File: config.mk
export PLATFORM = sky130hd
export DESIGN_NAME = in_channel_feeder_flat
export DESIGN_NICKNAME = d
export VERILOG_FILES = /design/src/rtl/in_channel_feeder_if.sv /design/src/rtl/in_channel_feeder.sv /design/src/flat_wrapper.sv
export SDC_FILE = /design/constraint.sdc
export NUM_CORES = 1
export LEC_CHECK = 0
export CAP_MARGIN = 20
export CORE_MARGIN = 2
export CORE_UTILIZATION = 62
export CTS_CLUSTER_SIZE = 28
export DETAILED_ROUTE_END_ITERATION = 8
export PLACE_DENSITY = 0.84
export REMOVE_ABC_BUFFERS = 1
export SYNTH_ARGS = -nofsm -noshare
export SYNTH_HDL_FRONTEND = slang
export SYNTH_SLANG_ARGS = --single-unit
File: constraint.sdc
create_clock -name clock -period 6.1 [get_ports clock]
set_input_delay 0.61 -clock clock [delete_from_list [all_inputs] [get_ports clock]]
set_output_delay 0.61 -clock clock [all_outputs]
set_load 0.005 [all_outputs]
File: src/rtl/in_channel_feeder_if.sv
// Host/machine-facing signal bundle for in_channel_feeder: load handshake,
// seal pulse, in-instruction request and the popped-word / status outputs.
interface in_channel_feeder_if #(
  parameter int W = 12
);
  logic         load_valid;
  logic [W-1:0] load_data;
  logic         load_ready;
  logic         seal;
  logic         in_req;
  logic         in_valid;
  logic [W-1:0] in_data;
  logic         in_miss;
  logic [W-1:0] size;
  logic [1:0]   state;

  modport master (
    output load_valid, load_data, seal, in_req,
    input  load_ready, in_valid, in_data, in_miss, size, state
  );

  modport slave (
    input  load_valid, load_data, seal, in_req,
    output load_ready, in_valid, in_data, in_miss, size, state
  );
endinterface

File: src/rtl/in_channel_feeder.sv
// Input-channel feeder: a circular word buffer filled by the host and drained
// one word per in instruction, sequenced by a FILL/SERVE/DONE state machine.
module in_channel_feeder #(
  parameter int MemoryElementWidth = 12,
  parameter int NIn                = 8
) (
  input  logic                 clock,
  input  logic                 reset,
  in_channel_feeder_if.slave   bus
);
  localparam int PTR_W = (NIn > 1) ? $clog2(NIn) : 1;
  localparam logic [PTR_W-1:0]              LAST  = PTR_W'(NIn - 1);
  localparam logic [MemoryElementWidth-1:0] DEPTH = MemoryElementWidth'(NIn);

  typedef enum logic [1:0] {
    FILL  = 2'd0,
    SERVE = 2'd1,
    DONE  = 2'd2
  } state_t;

  state_t                        st, st_nxt;
  logic [MemoryElementWidth-1:0] mem [NIn];
  logic [PTR_W-1:0]              rd_ptr, wr_ptr;
  logic [MemoryElementWidth-1:0] count, count_nxt;
  logic [MemoryElementWidth-1:0] in_data_q;
  logic                          in_valid_q, in_miss_q;
  logic                          load_ok, do_load, do_pop;

  function automatic logic [PTR_W-1:0] ptr_inc(input logic [PTR_W-1:0] p);
    return (p == LAST) ? '0 : p + PTR_W'(1);
  endfunction

  always_comb begin
    load_ok   = (st == FILL) && (count < DEPTH);
    do_load   = bus.load_valid && load_ok;
    do_pop    = bus.in_req && (count != '0);
    count_nxt = count;
    case ({do_load, do_pop})
      2'b10:   count_nxt = count + MemoryElementWidth'(1);
      2'b01:   count_nxt = count - MemoryElementWidth'(1);
      default: count_nxt = count;
    endcase
  end

  // Seal takes effect after any same-cycle load; DONE only re-arms on a host
  // offer, and that offered word is refused since load_ready is low in DONE.
  always_comb begin
    st_nxt = st;
    case (st)
      FILL:    if (bus.seal)          st_nxt = SERVE;
      SERVE:   if (count_nxt == '0)   st_nxt = DONE;
      DONE:    if (bus.load_valid)    st_nxt = FILL;
      default:                        st_nxt = FILL;
    endcase
  end

  always_ff @(posedge clock) begin
    if (reset) begin
      st         <= FILL;
      rd_ptr     <= '0;
      wr_ptr     <= '0;
      count      <= '0;
      in_data_q  <= '0;
      in_valid_q <= 1'b0;
      in_miss_q  <= 1'b0;
    end else begin
      st         <= st_nxt;
      count      <= count_nxt;
      in_valid_q <= do_pop;
      in_miss_q  <= bus.in_req && !do_pop;
      if (do_load) wr_ptr <= ptr_inc(wr_ptr);
      if (do_pop) begin
        rd_ptr    <= ptr_inc(rd_ptr);
        in_data_q <= mem[rd_ptr];
      end
    end
  end

  // Storage carries no reset; a pop only ever reads words written earlier.
  always_ff @(posedge clock) begin
    if (do_load && !reset) mem[wr_ptr] <= bus.load_data;
  end

  assign bus.load_ready = load_ok;
  assign bus.in_valid   = in_valid_q;
  assign bus.in_miss    = in_miss_q;
  assign bus.in_data    = in_data_q;
  assign bus.size       = count;
  assign bus.state      = st;
endmodule

File: src/flat_wrapper.sv
// flat-port wrapper written by rule: the top's interface ports become plain ports
module in_channel_feeder_flat 
#(
  parameter int MemoryElementWidth = 12,
  parameter int NIn                = 8
)
  (clock, reset, bus_load_valid, bus_load_data, bus_seal, bus_in_req, bus_load_ready, bus_in_valid, bus_in_data, bus_in_miss, bus_size, bus_state);
  in_channel_feeder_if #(.W(12)) bus_i ();
  input  logic clock;
  input  logic reset;
  input wire logic [$bits(bus_i.load_valid)-1:0] bus_load_valid;
  input wire logic [$bits(bus_i.load_data)-1:0] bus_load_data;
  input wire logic [$bits(bus_i.seal)-1:0] bus_seal;
  input wire logic [$bits(bus_i.in_req)-1:0] bus_in_req;
  output wire logic [$bits(bus_i.load_ready)-1:0] bus_load_ready;
  output wire logic [$bits(bus_i.in_valid)-1:0] bus_in_valid;
  output wire logic [$bits(bus_i.in_data)-1:0] bus_in_data;
  output wire logic [$bits(bus_i.in_miss)-1:0] bus_in_miss;
  output wire logic [$bits(bus_i.size)-1:0] bus_size;
  output wire logic [$bits(bus_i.state)-1:0] bus_state;
  assign bus_i.load_valid = bus_load_valid;
  assign bus_i.load_data = bus_load_data;
  assign bus_i.seal = bus_seal;
  assign bus_i.in_req = bus_in_req;
  assign bus_load_ready = bus_i.load_ready;
  assign bus_in_valid = bus_i.in_valid;
  assign bus_in_data = bus_i.in_data;
  assign bus_in_miss = bus_i.in_miss;
  assign bus_size = bus_i.size;
  assign bus_state = bus_i.state;
  in_channel_feeder #(.MemoryElementWidth(MemoryElementWidth), .NIn(NIn)) u_core (.clock(clock), .reset(reset), .bus(bus_i));
endmodule
==> results of run 1 <==
state kept, by name, indices dropped and copies added, names as in the netlist:
signal / cells
u_core.bus.in_data: 12
u_core.bus.in_miss: 1
u_core.bus.in_valid: 1
u_core.bus.size: 12
u_core.bus.state: 2
u_core.mem: 96
u_core.rd_ptr: 3
u_core.wr_ptr: 3
metal layers:
metal,vias up,wire length [um],share of wire
li1,1562,-,-
met3,27,735,0.063
met5,-,0,0
met2,130,5883,0.50
met4,0,244,0.021
met1,1757,4881,0.42
cells in the final DEF, fill, tap and decap left out, types with 2 or more instances in the layout:
| master | instances |
|---|---|
| nor2b_1 | 3 |
| o21a_1 | 2 |
| clkdlybuf4s50_1 | 44 |
| clkinv_4 | 4 |
| a211oi_2 | 12 |
| inv_1 | 5 |
| nand4_1 | 2 |
| nand2_1 | 11 |
| o31ai_1 | 3 |
| a21o_1 | 3 |
| mux2i_1 | 17 |
| nor4_2 | 2 |
| mux4_2 | 24 |
| xor2_1 | 2 |
| o211ai_1 | 2 |
| nor3b_1 | 5 |
| and3b_1 | 2 |
| clkbuf_16 | 16 |
| nor3_1 | 13 |
| o21ai_1 | 2 |
| a21oi_1 | 16 |
| nor2_1 | 40 |
| o21ai_0 | 8 |
| nand3_1 | 6 |
| inv_8 | 5 |
| xnor2_1 | 2 |
| buf_4 | 10 |
| inv_6 | 3 |
| edfxtp_1 | 96 |
| o31a_1 | 2 |
| a211oi_1 | 3 |
| dfxtp_1 | 34 |
| ha_1 | 15 |
Yosys cell counts, types with 4 or more instances:
cell,number
a211oi_2,12
a21oi_1,16
buf_1,4
buf_2,4
clkbuf_1,7
dfxtp_1,34
edfxtp_1,96
ha_1,15
inv_1,5
mux2i_1,17
mux4_2,24
nand2_1,11
nand3_1,6
nor2_1,40
nor3_1,13
nor3b_1,5
o21ai_0,8
layout make-up:
| cell class | instances | area [um2] | area share |
|---|---|---|---|
| clock buffers | 17 | 414.1 | 0.06172 |
| inverters | 5 | 18.77 | 0.002797 |
| clock inverters | 15 | 146.4 | 0.02182 |
| flip-flops and latches | 130 | 3563 | 0.5310 |
| repair buffers | 55 | 520.5 | 0.07757 |
| well taps | 108 | 135.1 | 0.02014 |
| multi-input cells | 215 | 1912 | 0.2849 |
worst min-delay path by stage:
stage | from | to | slack [ns] | depth (start not counted)
6_report | u_core.bus.size[8] | u_core.bus.size[8] | 0.50 | 2
4_1_cts | u_core.bus.size[9] | u_core.bus.size[9] | 0.51 | 2
2_1_floorplan | u_core.bus.size[8] | u_core.bus.size[8] | 0.47 | 2
3_3_place_gp | u_core.bus.size[8] | u_core.bus.size[8] | 0.50 | 2
3_5_place_dp | u_core.bus.size[9] | u_core.bus.size[9] | 0.50 | 2
5_1_grt | u_core.bus.size[9] | u_core.bus.size[9] | 0.55 | 2
kinds of logic (layout without fill, tap and decap cells):
kind of cell | Yosys count | in the layout
flops | 130 | 130
mux | 41 | 41
xor+xnor | 4 | 4
compound gates | 60 | 60
fa+ha+maj | 16 | 16
simple gates | 94 | 94
buf+inv | 23 | 92
power groups by stage:
| stage | registers (mW) | logic, mW | clock network (mW) |
|---|---|---|---|
| 2_1_floorplan | 1.12 | 0.539 | 0 |
| 3_3_place_gp | 1.11 | 0.804 | 0 |
| 3_5_place_dp | 1.12 | 0.832 | 0 |
| 4_1_cts | 1.10 | 0.846 | 0.951 |
| 5_1_grt | 1.11 | 0.924 | 0.990 |
| 6_report | 1.10 | 0.852 | 0.941 |
stage by stage:
stage	cells	hold WS, ns
detailed placement	513	0.5015
floorplan	350	0.4709
global route	545	0.5512
global placement	513	0.4980
finish	545	0.5047
CTS	545	0.5113
critical path: cells and delay by family, from the launching register on:
family,cells,cell delay (ns)
xor gates and xnor gates,1,0.21
DFF,1,0.33
and+or+nand+nor,5,1.40
adders and majority gates,2,0.82
AOI/OAI and AO/OA,5,1.30
==> results.md, run 1 <==
- Status: finished, final reports clean
- Critical path endpoint: u_core.bus.state[0]
- Synth Area in Simple Gates: 0.08401
- Max-cap viol count: 0
- P_int: 1.942 mW
- Synth Warn #: 0
- Top-area cell type share of the netlist area: 0.5175
- Sw Share: 0.3287
- Combinational family with the most area after synthesis: multiplexers
- Reg-to-Reg End: u_core.bus.state[0]
- GRT busiest layer: met2
- Num rows: 34
- Largest net degree at the start of global routing: 39
- WP data required: ~6.5 ns
- Post-Synthesis Cells: between 300 and 400
- Area grow syn2layout: 20.46%
- # IOs: 46
- Port Buffers: 45
- Setup repair after global routing missed its margin: false
- Slowest cell on the critical path: or4_4
- GR Util met2: 0.4168
- H-tree depth: 4
- CP max stage delay: ~0.46 ns
- WS Path Type: reg2reg
- First-pass GRT wire length: 18600 um
- First drt pass iteration count: 5
- Final Cycle Share: 0.6861
- Die area: slightly below 10000 um2
- Leak Pwr: roughly 2.3 nW
- Post-DP Area: 6150 um2
- Mapped Area: approximately 5600 um2
- Synth top area cells: edfxtp_1 (52%), dfxtp_1 (12%), mux4_2 (9.7%), ha_1 (3.4%), mux2i_1 (3.1%)
- Via/cell ratio: 6.378
- Pwr Density: ~430 nW/um2
- Antenna cells: 0
- GRT Total Usage: 0.2565
- Max VDD drop: approximately 0.25 mV
- DRC: 0
- Vias: 3476
- Top FF cell, synth: edfxtp_1
- Initial antenna violation count: 0
- Met1 Resource Use GR: 0.3416
- Routed Antenna Nets: 0
- FF-to-FF path depth: 13
- Post-synth top area cell: edfxtp_1
- Slew @ Worst Pin: 0.9636 ns
- Seq/Total Area, Yosys: 0.6397
- Setup tns final: 0 ns
- Routability cong.: 0.8709
- Reg-to-reg setup timing slack: roughly 1.9 ns
- Detailed placer's ending HPWL: around 7200 um
- Post-synth EDFFs: 96
- R2R Path Start: u_core.bus.size[11]
- Critical-path cell list: nor4_1 > nand3_1 > or4_4 > and2_4 > ha_1 > ha_1 > a211oi_1 > nor2_1 > o31ai_1 > a2111o_1 > o211ai_1 > xor2_1 > o31a_1
- Worst-path clk slew: around 0.060 ns
- CTS Hold Buffers Added: 0
- CTS tree: built
- Routed WL: 11740 um
- Async SR Flop Fraction: 0
- Starting density of the core: 0.6387
- Crit path max fanout: 28
- CTS max path bufs: 2
- Setup WS pre-CTS: just under 2 ns
- Hold Path Class: reg2reg
- Vias in the first global route: ~3500
- Utilization of the core after routing: 0.7694
- Post-CTS resize count: 0
- Pwr Total: 2.892 mW
- Crit. End Element: register
- Achievable Freq: about 240 MHz
- Compound-cell area share of the yosys netlist: 0.08468
- Wirelength per Cell: 21.55 um
- Crit path time final: between 4 and 5 ns
- Horiz. Die Dim: 98.79 um
- Final setup fails: 0
- Initial DRC count: about 230
- Combinational power share: 0.295
- Worst-skew pair later-pin latency: 0.52 ns
- Post-Syn Area per Cell: between 15 and 20 um2
- Critical Path Start Type: register
- Total grt overflow: 0
- Post-synthesis register bit count: 130
- Relative slew slack: 0.3567
- Setup Buffers After CTS: 0
- Clock share of power: 0.325
- CP arrival: 4.60 ns
- Reported net switching power: 0.9507 mW
- Worst Setup SP: u_core.bus.size[11]
- Final #Nets: between 400 and 500
- Post-route setup slack: about 1.9 ns
- Share of layout cells above drive strength 1: 0.2014
- Fin area: 6710 um2
- Max-slew violation count: 0
- FILL cells: between 400 and 500
- Cts bufs inserted: 17
- CTS sink cnt: 130
- Synth Area in XOR/XNOR: 0.006289
- Seq pwr share: 0.380
- Final clock skew: 0.009055 ns
- Die height: a little under 100 um
- Crit-path most repeated cell: ha_1
- Area share of fa/ha/maj cells after synthesis: 0.03729
- Root Buffer: clkbuf_8
- Core area: about 8700 um2
- Yosys cell types: between 40 and 50
- GRT met3 Usage: 0.06738
- Post-synthesis mux area share: 0.1276
- Final Hold Viols: 0
Note: power is estimated with default switching activity, not from simulation.
==> run 2: changes to the inputs <==
--- a/config.mk
+++ b/config.mk
@@ -7,10 +7,10 @@
 export LEC_CHECK = 0
 export CAP_MARGIN = 20
 export CORE_MARGIN = 2
-export CORE_UTILIZATION = 62
+export CORE_UTILIZATION = 52
 export CTS_CLUSTER_SIZE = 28
 export DETAILED_ROUTE_END_ITERATION = 8
-export PLACE_DENSITY = 0.84
+export PLACE_DENSITY = 0.76
 export REMOVE_ABC_BUFFERS = 1
 export SYNTH_ARGS = -nofsm -noshare
 export SYNTH_HDL_FRONTEND = slang
==> constraint.sdc (replaced) <==
create_clock -name clock -period 3.7 [get_ports clock]
set_input_delay 0.37 -clock clock [delete_from_list [all_inputs] [get_ports clock]]
set_output_delay 0.37 -clock clock [all_outputs]
set_load 0.005 [all_outputs]
==> run 2 against run 1 <==
  * Sequential cell count is the same
  * Worst hold slack lost 0.022 ns
  * Combinational power up 78%
  * Worst setup slack got worse by 1.7 ns
  * Via count shrank 0.78%
  * Clock skew increased by 0.0041 ns
  * Clock-buffer cell count rose by 1
  * Highest routed layer unchanged
==> results.md, run 2 (synthesized netlist as in run 1, its figures left out) <==
- Num rows: 37 (was 34)
- Most common cell after layout, fill and taps aside: edfxtp_1 (unchanged)
- Initial DRC count: 263 (was 229)
- FF-to-FF path depth: 15 (was 13)
- Worst-path clk slew: 0.06 ns (about the same)
- Slew @ Worst Pin: 0.9716 ns (was 0.9636 ns)
- Hold_sp: reset (was u_core.bus.size[8])
- Horiz. Die Dim: 107.5 um (was 98.79 um)
- CTS sink cnt: 130 (unchanged)
- Cells on Worst Hold Path: 2 (unchanged)
- GRT Total Usage: 0.2177 (was 0.2565)
- FILL cells: 729 (was 488)
- Die area: 11560 um2 (was 9758 um2)
- WS Path Type: reg2reg (unchanged)
- CTS tree: built (unchanged)
- Vias: 3449 (was 3476)
- Reported net switching power: 1.536 mW (was 0.9507 mW)
- Worst-skew pair later-pin latency: 0.52 ns (about the same)
- Seq pwr share: 0.362 (was 0.380)
- R2R Path Start: u_core.bus.size[11] (unchanged)
- CTS Hold Buffers Added: 0 (unchanged)
- CP max stage delay: 0.37 ns (was 0.46 ns)
- Cts bufs inserted: 17 (unchanged)
- DRC: 0 (unchanged)
- Leading cell types in the layout, fill and taps excluded: edfxtp_1 (96), clkdlybuf4s50_1 (44), nor2_1 (40) (unchanged)
- Setup tns final: 0 ns (unchanged)
- Max VDD drop: 0.3443 mV (was 0.2488 mV)
- Clock share of power: 0.334 (was 0.325)
- Most flops, register: u_core.mem (unchanged)
- Sw Share: 0.3088 (was 0.3287)
- First-pass GRT wire length: 18460 um (was 18600 um)
- Share of layout cells above drive strength 1: 0.2467 (was 0.2014)
- Starting density of the core: 0.5372 (was 0.6387)
- Final Hold Viols: 0 (unchanged)
- Critical-path cell list: nor4_1 > nand3_1 > buf_4 > nor3_1 > nand2_1 > ha_2 > buf_4 > ha_1 > nand3_1 > nor3_1 > o31ai_1 > a2111o_1 > o211ai_1 > xor2_1 > o31a_1 (was nor4_1 > nand3_1 > or4_4 > and2_4 > ha_1 > ha_1 > a211oi_1 > nor2_1 > o31ai_1 > a2111o_1 > o211ai_1 > xor2_1 > o31a_1)
- Final clock skew: 0.01317 ns (was 0.009055 ns)
- Setup repair after global routing missed its margin: false (unchanged)
- Total grt overflow: 0 (unchanged)
- H-tree depth: 4 (unchanged)
- Non-filler cells, final: 590 (was 545)
- Achievable Freq: 284.4 MHz (was 238.9 MHz)
- Pwr Density: 715.8 nW/um2 (was 431.0 nW/um2)
- CP arrival: 3.92 ns (was 4.60 ns)
- Area grow syn2layout: 24.78% (was 20.46%)
- Die height: 107.5 um (was 98.79 um)
- Final Cycle Share: 0.9505 (was 0.6861)
- Core area: 10370 um2 (was 8721 um2)
- Detailed placer's ending HPWL: 7328 um (was 7244 um)
- Largest net degree at the start of global routing: 39 (unchanged)
- Final #Nets: 474 (was 457)
- Reg-to-Reg End: u_core.bus.state[0] (unchanged)
- Root Buffer: clkbuf_8 (unchanged)
- Routed Antenna Nets: 0 (unchanged)
- Wirelength per Cell: 19.82 um (was 21.55 um)
- WP data required: 4.11 ns (was 6.51 ns)
- Relative slew slack: 0.3514 (was 0.3567)
- Critical Path Start Type: register (unchanged)
- First drt pass iteration count: 4 (was 5)
- P_int: 3.439 mW (was 1.942 mW)
- Status: finished, final reports clean (unchanged)
- Vias in the first global route: 3416 (was 3548)
- Crit. End Element: register (unchanged)
- Worst Hold Endpoint: u_core.rd_ptr[1] (was u_core.bus.size[8])
- Max-slew violation count: 0 (unchanged)
- Placed Instances: 558 (was 513)
- Routability cong.: 0.9111 (was 0.8709)
- Routed WL: 11700 um (was 11740 um)
- Antenna cells: 0 (unchanged)
- Crit path time final: 3.517 ns (was 4.185 ns)
- Leak Pwr: 2.400 nW (was 2.296 nW)
- Reg-to-reg setup timing slack: 0.18 ns (was 1.91 ns)
- Largest register FFs: 96 (unchanged)
- CTS max path bufs: 2 (unchanged)
- Hold Path Class: in2reg (was reg2reg)
- Via/cell ratio: 5.846 (was 6.378)
- Slowest cell on the critical path: a2111o_1 (was or4_4)
- Max-cap viol count: 0 (unchanged)
- Initial antenna violation count: 0 (unchanged)
- Crit path max fanout: 8 (was 28)
- Combinational power share: 0.305 (was 0.295)
- Port Buffers: 45 (unchanged)
- Final setup fails: 0 (unchanged)
- # IOs: 46 (unchanged)
## run 2: power groups by stage
stage / clock (mW) / sequential [mW] / combinational, mW
floorplan: 0 / 1.85 / 0.889
global placement: 0 / 1.83 / 1.47
detailed placement: 0 / 1.83 / 1.49
CTS: 1.68 / 1.80 / 1.50
global route: 1.74 / 1.82 / 1.66
finish: 1.66 / 1.80 / 1.52
## run 2: routing by layer
| metal | track usage | wire length (um) |
|---|---|---|
| met4 | 0.07143 | 150 |
| met1 | 0.3048 | 5149 |
| met2 | 0.3356 | 5696 |
| met3 | 0.05569 | 699 |
| met5 | 0 | 0 |
## run 2: worst max path at each step
stage	slack, ns	end	from
5_1_grt	0.01	u_core.bus.state[0]	u_core.bus.size[11]
6_report	0.18	u_core.bus.state[0]	u_core.bus.size[11]
3_5_place_dp	0.07	u_core.bus.state[0]	u_core.bus.size[11]
2_1_floorplan	0.14	u_core.bus.state[0]	u_core.bus.size[11]
3_3_place_gp	0.16	u_core.bus.state[0]	u_core.bus.size[11]
4_1_cts	0.06	u_core.bus.state[0]	u_core.bus.size[11]
## run 2: cell type report
type / count / area [um2] / area share
Sequential cell: 130 / 3563 / 0.5127
Inverter: 5 / 18.77 / 0.002700
Multi-Input combinational cell: 215 / 1941 / 0.2792
Clock inverter: 14 / 168.9 / 0.02430
Tap cell: 136 / 170.2 / 0.02448
Clock buffer: 18 / 427.9 / 0.06157
Timing Repair Buffer: 72 / 660.6 / 0.09505
## run 2: timing repair
action | CTS | global route
endpoints found under the hold margin | 0 | 0
setup buffers | 0 | 0
gates resized for setup | 0 | 5
setup endpoints to repair | 0 | 3
## run 2: critical path: cells and delay by family, from the launching register on
kind / cells / cell delay [ns]
adder cells (fa/ha/maj): 2 / 0.57
AND/OR/NAND/NOR: 6 / 1.16
buffers and inverters: 2 / 0.34
XOR/XNOR: 1 / 0.12
AO/OA/AOI/OAI: 4 / 0.89
flip-flops: 1 / 0.31
## run 2: through the flow
stage                     instance area (um2)  setup WS (ns)  power (mW)    util  hold WS, ns
after floorplan                          5475         0.1353       2.738       -       0.4346
final                                    6950         0.1832       4.975  0.6702       0.4830
after detailed placement                 6340        0.06611       3.318  0.6114       0.4950
after global routing                     6950       0.009827       5.225  0.6702       0.4972
after CTS                                6937        0.06091       4.981  0.6689       0.4730
after global placement                   6340         0.1556       3.296  0.6114       0.4785
